==> config.mk <==
export PLATFORM = sky130hd
export DESIGN_NAME = div_seq_ctrl
export DESIGN_NICKNAME = d
export VERILOG_FILES = /design/src/rtl/div_seq_ctrl.sv
export SDC_FILE = /design/constraint.sdc
export NUM_CORES = 1
export LEC_CHECK = 0
export CAP_MARGIN = 5
export CORE_ASPECT_RATIO = 0.9
export CORE_MARGIN = 5
export CORE_UTILIZATION = 39
export CTS_CLUSTER_DIAMETER = 80
export DETAILED_ROUTE_END_ITERATION = 8
export HOLD_SLACK_MARGIN = 0.02
export PLACE_DENSITY_LB_ADDON = 0.3
export SETUP_SLACK_MARGIN = 0.05
export SLEW_MARGIN = 5
export SYNTH_ARGS = -nofsm -noshare
export SYNTH_HDL_FRONTEND = slang
export SYNTH_SLANG_ARGS = --single-unit
==> constraint.sdc <==
create_clock -name clk -period 4.8 [get_ports clk]
set_input_delay 1.2 -clock clk [delete_from_list [all_inputs] [get_ports clk]]
set_output_delay 1.2 -clock clk [all_outputs]
set_load 0.05 [all_outputs]
==> src/rtl/div_seq_ctrl.sv <==
// Sequencer and HI/LO owner for the iterative 32-cycle signed divider.
// Launches the divider, holds operands, commits results, and handles zero divisor, flush and watchdog.
module div_seq_ctrl #(
    parameter int unsigned TIMEOUT = 48,
    parameter logic [31:0] ZERO_LO = 32'hFFFF_FFFF
) (
    input  logic        clk,
    input  logic        reset,
    input  logic        req_valid,
    input  logic [31:0] req_dividend,
    input  logic [31:0] req_divisor,
    output logic        req_ready,
    input  logic        flush,
    output logic        div_start,
    output logic [31:0] div_dividend,
    output logic [31:0] div_divisor,
    input  logic        div_busy,
    input  logic [31:0] div_q,
    input  logic [31:0] div_r,
    input  logic        hi_we,
    input  logic        lo_we,
    input  logic [31:0] hilo_wdata,
    input  logic        hilo_rd,
    output logic [31:0] hi,
    output logic [31:0] lo,
    output logic        stall,
    output logic        done,
    output logic        err
);

    localparam int unsigned TW = $clog2(TIMEOUT) + 1;
    localparam logic [TW-1:0] TIMER_LAST = TW'(TIMEOUT - 1);

    typedef enum logic [2:0] {
        IDLE   = 3'd0,
        LAUNCH = 3'd1,
        RUN    = 3'd2,
        WRITE  = 3'd3,
        DRAIN  = 3'd4
    } state_t;

    state_t         state_q;
    logic [31:0]    hi_q;
    logic [31:0]    lo_q;
    logic [31:0]    dividend_q;
    logic [31:0]    divisor_q;
    logic           start_q;
    logic           done_q;
    logic           err_q;
    logic           seen_busy_q;
    logic [TW-1:0]  timer_q;
    logic           busy_s;

    assign busy_s       = (state_q != IDLE);
    assign req_ready    = !busy_s;
    assign stall        = busy_s && (hilo_rd || hi_we || lo_we || req_valid);
    assign div_start    = start_q;
    assign div_dividend = dividend_q;
    assign div_divisor  = divisor_q;
    assign hi           = hi_q;
    assign lo           = lo_q;
    assign done         = done_q;
    assign err          = err_q;

    // Controller FSM: owns HI/LO, operand latches, start pulse, watchdog and status.
    always_ff @(posedge clk or posedge reset) begin
        if (reset) begin
            state_q     <= IDLE;
            hi_q        <= 32'd0;
            lo_q        <= 32'd0;
            dividend_q  <= 32'd0;
            divisor_q   <= 32'd0;
            start_q     <= 1'b0;
            done_q      <= 1'b0;
            err_q       <= 1'b0;
            seen_busy_q <= 1'b0;
            timer_q     <= '0;
        end else begin
            done_q <= 1'b0;
            case (state_q)
                IDLE: begin
                    if (req_valid && !flush && (req_divisor == 32'd0)) begin
                        // Zero divisor resolves without the divider and overrides any MT write.
                        hi_q   <= req_dividend;
                        lo_q   <= ZERO_LO;
                        done_q <= 1'b1;
                    end else begin
                        if (hi_we) hi_q <= hilo_wdata;
                        if (lo_we) lo_q <= hilo_wdata;
                        if (req_valid && !flush) begin
                            dividend_q  <= req_dividend;
                            divisor_q   <= req_divisor;
                            start_q     <= 1'b1;
                            seen_busy_q <= 1'b0;
                            timer_q     <= '0;
                            state_q     <= LAUNCH;
                        end
                    end
                end
                LAUNCH: begin
                    start_q <= 1'b0;
                    if (div_busy) seen_busy_q <= 1'b1;
                    state_q <= flush ? DRAIN : RUN;
                end
                RUN: begin
                    if (div_busy) seen_busy_q <= 1'b1;
                    timer_q <= timer_q + TW'(1);
                    if (flush) begin
                        state_q <= DRAIN;
                    end else if (seen_busy_q && !div_busy) begin
                        hi_q    <= div_r;
                        lo_q    <= div_q;
                        done_q  <= 1'b1;
                        state_q <= WRITE;
                    end else if (timer_q >= TIMER_LAST) begin
                        err_q   <= 1'b1;
                        state_q <= IDLE;
                    end
                end
                WRITE: begin
                    state_q <= IDLE;
                end
                DRAIN: begin
                    // Operands stay held until the divider finishes; its result is discarded.
                    if (div_busy) seen_busy_q <= 1'b1;
                    timer_q <= timer_q + TW'(1);
                    if (seen_busy_q && !div_busy) begin
                        state_q <= IDLE;
                    end else if (timer_q >= TIMER_LAST) begin
                        err_q   <= 1'b1;
                        state_q <= IDLE;
                    end
                end
                default: begin
                    state_q <= IDLE;
                end
            endcase
        end
    end

endmodule
# After elaboration in Yosys (flattened, before gate mapping)
# Cells that the tools add are included.
# classes
bitwise_logic	1
eq_ne	10
order_cmp	1
mux	36
addsub	1
reduce_logical	28
# ops
cell	count
32-bit two-way mux	8
32-bit case mux with 2 select lines	2
32-bit logical NOT	1
3-bit two-way mux	7
7-bit two-way mux	2
7-bit case mux with 2 select lines	1
3-bit case mux with 4 select lines	1
4-bit AND reduction	3
1-bit two-way mux	11
2-bit nonzero test	5
3-bit AND reduction	3
2-bit != test (second input constant)	4
1-bit case mux with 2 select lines	4
7-bit by 1-bit adder with 7-bit output (second input constant)	1
7-bit by 6-bit greater-or-equal comparator with 1-bit output (second input constant)	1
3-bit != test (second input constant)	2
1-bit logical AND	4
2-bit AND reduction	2
3-bit by 1-bit == test with 1-bit output (second input constant)	1
3-bit by 2-bit == test with 1-bit output (second input constant)	1
3-bit == test (second input constant)	1
1-bit logical NOT	3
3-bit logical NOT	1
1-bit logical OR	3
5 further kinds	5
# word_totals
reg_bits	142

# Depth between registers and ports, before layout
# depth
depth_word	5
mapped_depth	8
ltp_nobuf	6

# Least setup slack after synthesis
# Ideal clock, no wire load.
# synth_path
kind	in2out
from	input port hi_we
to	output port stall
setup_slack_ps	1722
path_stages	2
t_arrival_ps	1878
path_cell_list	nor4_1 > nor2_1
# synth_between
elab_chain_cells	4
# synth_lines
item	line	source
from (decl)	20	input logic hi_we,
1-bit logical OR (3 in series)	56	assign stall = busy_s && (hilo_rd || hi_we || lo_we || req_valid);
1-bit logical AND	56	
to (decl)	26	output logic stall,
# No other way between the ends.

# Final worst setup path
# layout_path
from	input port req_valid
to	output port stall
# layout_between
elab_chain_cells	2
# layout_lines
item	line	source
from (decl)	9	input logic req_valid,
1-bit logical OR	56	
1-bit logical AND	56	
# No other way between the ends.

==> results.sh <==
export IMPL_slew_headroom=0.228
export IMPL_ios=301
export IMPL_cts_buffers=17
export IMPL_seq_area_frac_synth=0.490
export IMPL_initial_core_util=0.395
export IMPL_timing_rr_end="lo[24]"
export IMPL_synth_flop_cell="dfrtp_1"
export IMPL_vias=6561
export IMPL_synth_top_area_share=0.490
export IMPL_fin_skew_ps=7.18
export IMPL_drt_wl_total_um=25900
export IMPL_track_usage=0.238
export IMPL_cts_root_buf="clkbuf_16"
export IMPL_die_h_um=139
export IMPL_stdcell_area_sq_um=11100
export IMPL_cts_tree="built"
export IMPL_clkLatencyLatePin_ps=420
export IMPL_grt_pass1_vias=6968
export IMPL_drt_wirelength_per_cell_um=21.7
export IMPL_pwr_density_cell_nw_per_um2=774
export IMPL_synth_area_per_cell_sq_um=11.0
export IMPL_layout_drive_gt1_share=0.188
export IMPL_critical_path_required_ps=3600
export IMPL_synth_warnings=0
export IMPL_synth_nets=829
export IMPL_holdBufCountCts=0
export IMPL_cp_max_fo=3
export IMPL_max_clock_freq_mhz=256
export IMPL_synth_seq_cells=142
export IMPL_synth_top_area_cell="dfrtp_1"
export IMPL_reg2reg_depth=6
export IMPL_rows=47
export IMPL_io_buffers=300
export IMPL_post_route_util=0.606
export IMPL_drt_iter0_drc=399
export IMPL_drc=0
export IMPL_cts_resized=0
export IMPL_endpoint_kind="primary output"
export IMPL_routabilityCongestion=0.864
export IMPL_whs_ps=489
export IMPL_cts_path_max_buffers=2
export IMPL_grt_max_degree=94
export IMPL_core_sq_um=18300
export IMPL_hold_violations=0
export IMPL_synth_area_top_cells="dfrtp_1 49%, mux2_2 13%, mux2_4 6.2%, nor2_1 5.5%, o31ai_1 3.3%"
export IMPL_postSynthCellCount=660
export IMPL_ys_async_sr_fraction=1.00
export IMPL_netlist_area_sq_um=7250
export IMPL_r2r_setup_slack_ps=1700
export IMPL_grt_pass1_wl_um=40000
export IMPL_dieWidth_um=154
export IMPL_vias_per_cell=5.49
export IMPL_power_leakage_nw=4.44
export IMPL_finalCritPeriodShare=0.813
export IMPL_nNetsFinal=1106
export IMPL_finalSetupViolations=0
export IMPL_drv_cap=0
export IMPL_area_growth_pct=53.4
export IMPL_post_place_ws_ps=895
export IMPL_tns_ps=0
export IMPL_dp_hpwl_um=18500
export IMPL_timing_worst_setup_path_type="in2out"
export IMPL_postRouteAntennaNets=0
export IMPL_startpoint_type="input port"
export IMPL_cts_setup_buffers=0
export IMPL_drt_pass1_iter_count=5
export IMPL_overflow=0
export IMPL_dpl_cell_area_sq_um=10500
export IMPL_synth_edf_count=0
export IMPL_hold_path_end="div_divisor[10]"
export IMPL_ys_types=48
export IMPL_h_tree_depth=4
export IMPL_slew_violations=0
export IMPL_finalCriticalPeriod_ps=3900
export IMPL_ir_drop_v=0.000415
export IMPL_postLayoutSetupSlackWorst_ps=897
export IMPL_rsz0062_at_grt="false"
export IMPL_antenna_found_initial=1
export IMPL_hold_class="reg2reg"
export IMPL_arrival_ps=2700
export IMPL_fillers=1561
export IMPL_worstHoldPathCells=1
export IMPL_cts_clk_slew_worst_paths_ps=70
export IMPL_cts_sinks=142
export IMPL_status="finished, final reports clean"
export IMPL_worstHoldStart="div_divisor[10]"
export IMPL_die_area_sq_um=21400
export IMPL_timing_rr_start="state_q[1]"
export IMPL_worst_pin_slew_ps=1160
[flip-flops by register name, indices dropped and copies added (netlist names), 3 cells and up]
signal and cells:
timer_q 7, hi 32, lo 32, state_q 3
div_divisor 32, div_dividend 32
[critical path, cell delays in order]
cell and delay, ps:
clkdlybuf4s50_1 460, nor4_1 290, nor2_1 60, clkdlybuf4s50_1 700
[per-layer routing]
| layer | wire (um) | part of all wire | global-route usage |
|---|---|---|---|
| met5 | 0 | 0 | 0 |
| met4 | 537 | 0.021 | 0.0771 |
| met3 | 2440 | 0.094 | 0.0863 |
| met2 | 12300 | 0.47 | 0.383 |
| met1 | 10700 | 0.41 | 0.299 |
[cells in the final DEF, fill, tap and decap left out, types with 3 or more instances in the layout]
cell	count
clkbuf_16	17
o31ai_1	32
buf_4	12
inv_1	4
a21oi_1	42
nand3_1	3
mux2_1	17
nor2b_1	3
dfrtp_1	142
clkinv_4	3
nor3_1	5
buf_12	3
clkdlybuf4s50_1	300
mux2_2	82
mux2_4	30
inv_6	3
clkinvlp_4	4
nor2_1	106
a41oi_1	4
nand2_1	10
a31oi_1	32
o21ai_0	11
nor4_2	4
nor4_1	6
bufinv_16	3
nand4_1	32
[area by class of cell]
class	instances	area, sq um	area share
Multi-Input combinational cell	456	3450	0.310
Sequential cell	142	3550	0.320
Inverter	5	22.5	0.00203
Clock buffer	19	453	0.0408
Antenna cell	1	2.50	0.000225
Timing Repair Buffer	315	3150	0.284
Clock inverter	13	176	0.0159
Tap cell	245	307	0.0276
[where the power goes]
group / switching (mW) / internal, mW / total [mW] / leakage [nW]
sequential: 0.372 / 1.79 / 2.16 / 1.68
combinational: 3.09 / 1.93 / 5.02 / 2.47
clock: 0.563 / 0.857 / 1.42 / 0.299
[logic make-up after synthesis]
logic type	synth area share
mux	0.219
buf+inv	0.0392
xor+xnor	0.00121
simple gates	0.128
flops	0.490
compound gates	0.120
fa+ha+maj	0.00173
[worst max path at each step]
stage,end,start,cells after the start,slack (ps)
finish,stall,req_valid,4,900
detailed placement,stall,req_valid,4,890
floorplan,stall,hi_we,2,1720
global route,stall,state_q[1],5,750
CTS,stall,req_valid,4,880
global placement,stall,req_valid,4,860
[stage by stage]
stage | power, mW | cells
4_1_cts | 8.67 | 1195
3_5_place_dp | 7.21 | 1163
6_report | 8.60 | 1196
2_1_floorplan | 5.49 | 660
5_1_grt | 8.96 | 1196
3_3_place_gp | 7.15 | 1163
[cells in the mapped netlist (10+ instances only)]
cell type	instances
nor2_1	106
dfrtp_1	142
a31oi_1	32
mux2_2	82
clkbuf_1	35
a21oi_1	42
nand2_1	10
o21ai_0	11
mux2_1	17
mux2_4	30
nand4_1	32
o31ai_1	32
buf_2	11
Power figures use the tool's default switching activity.
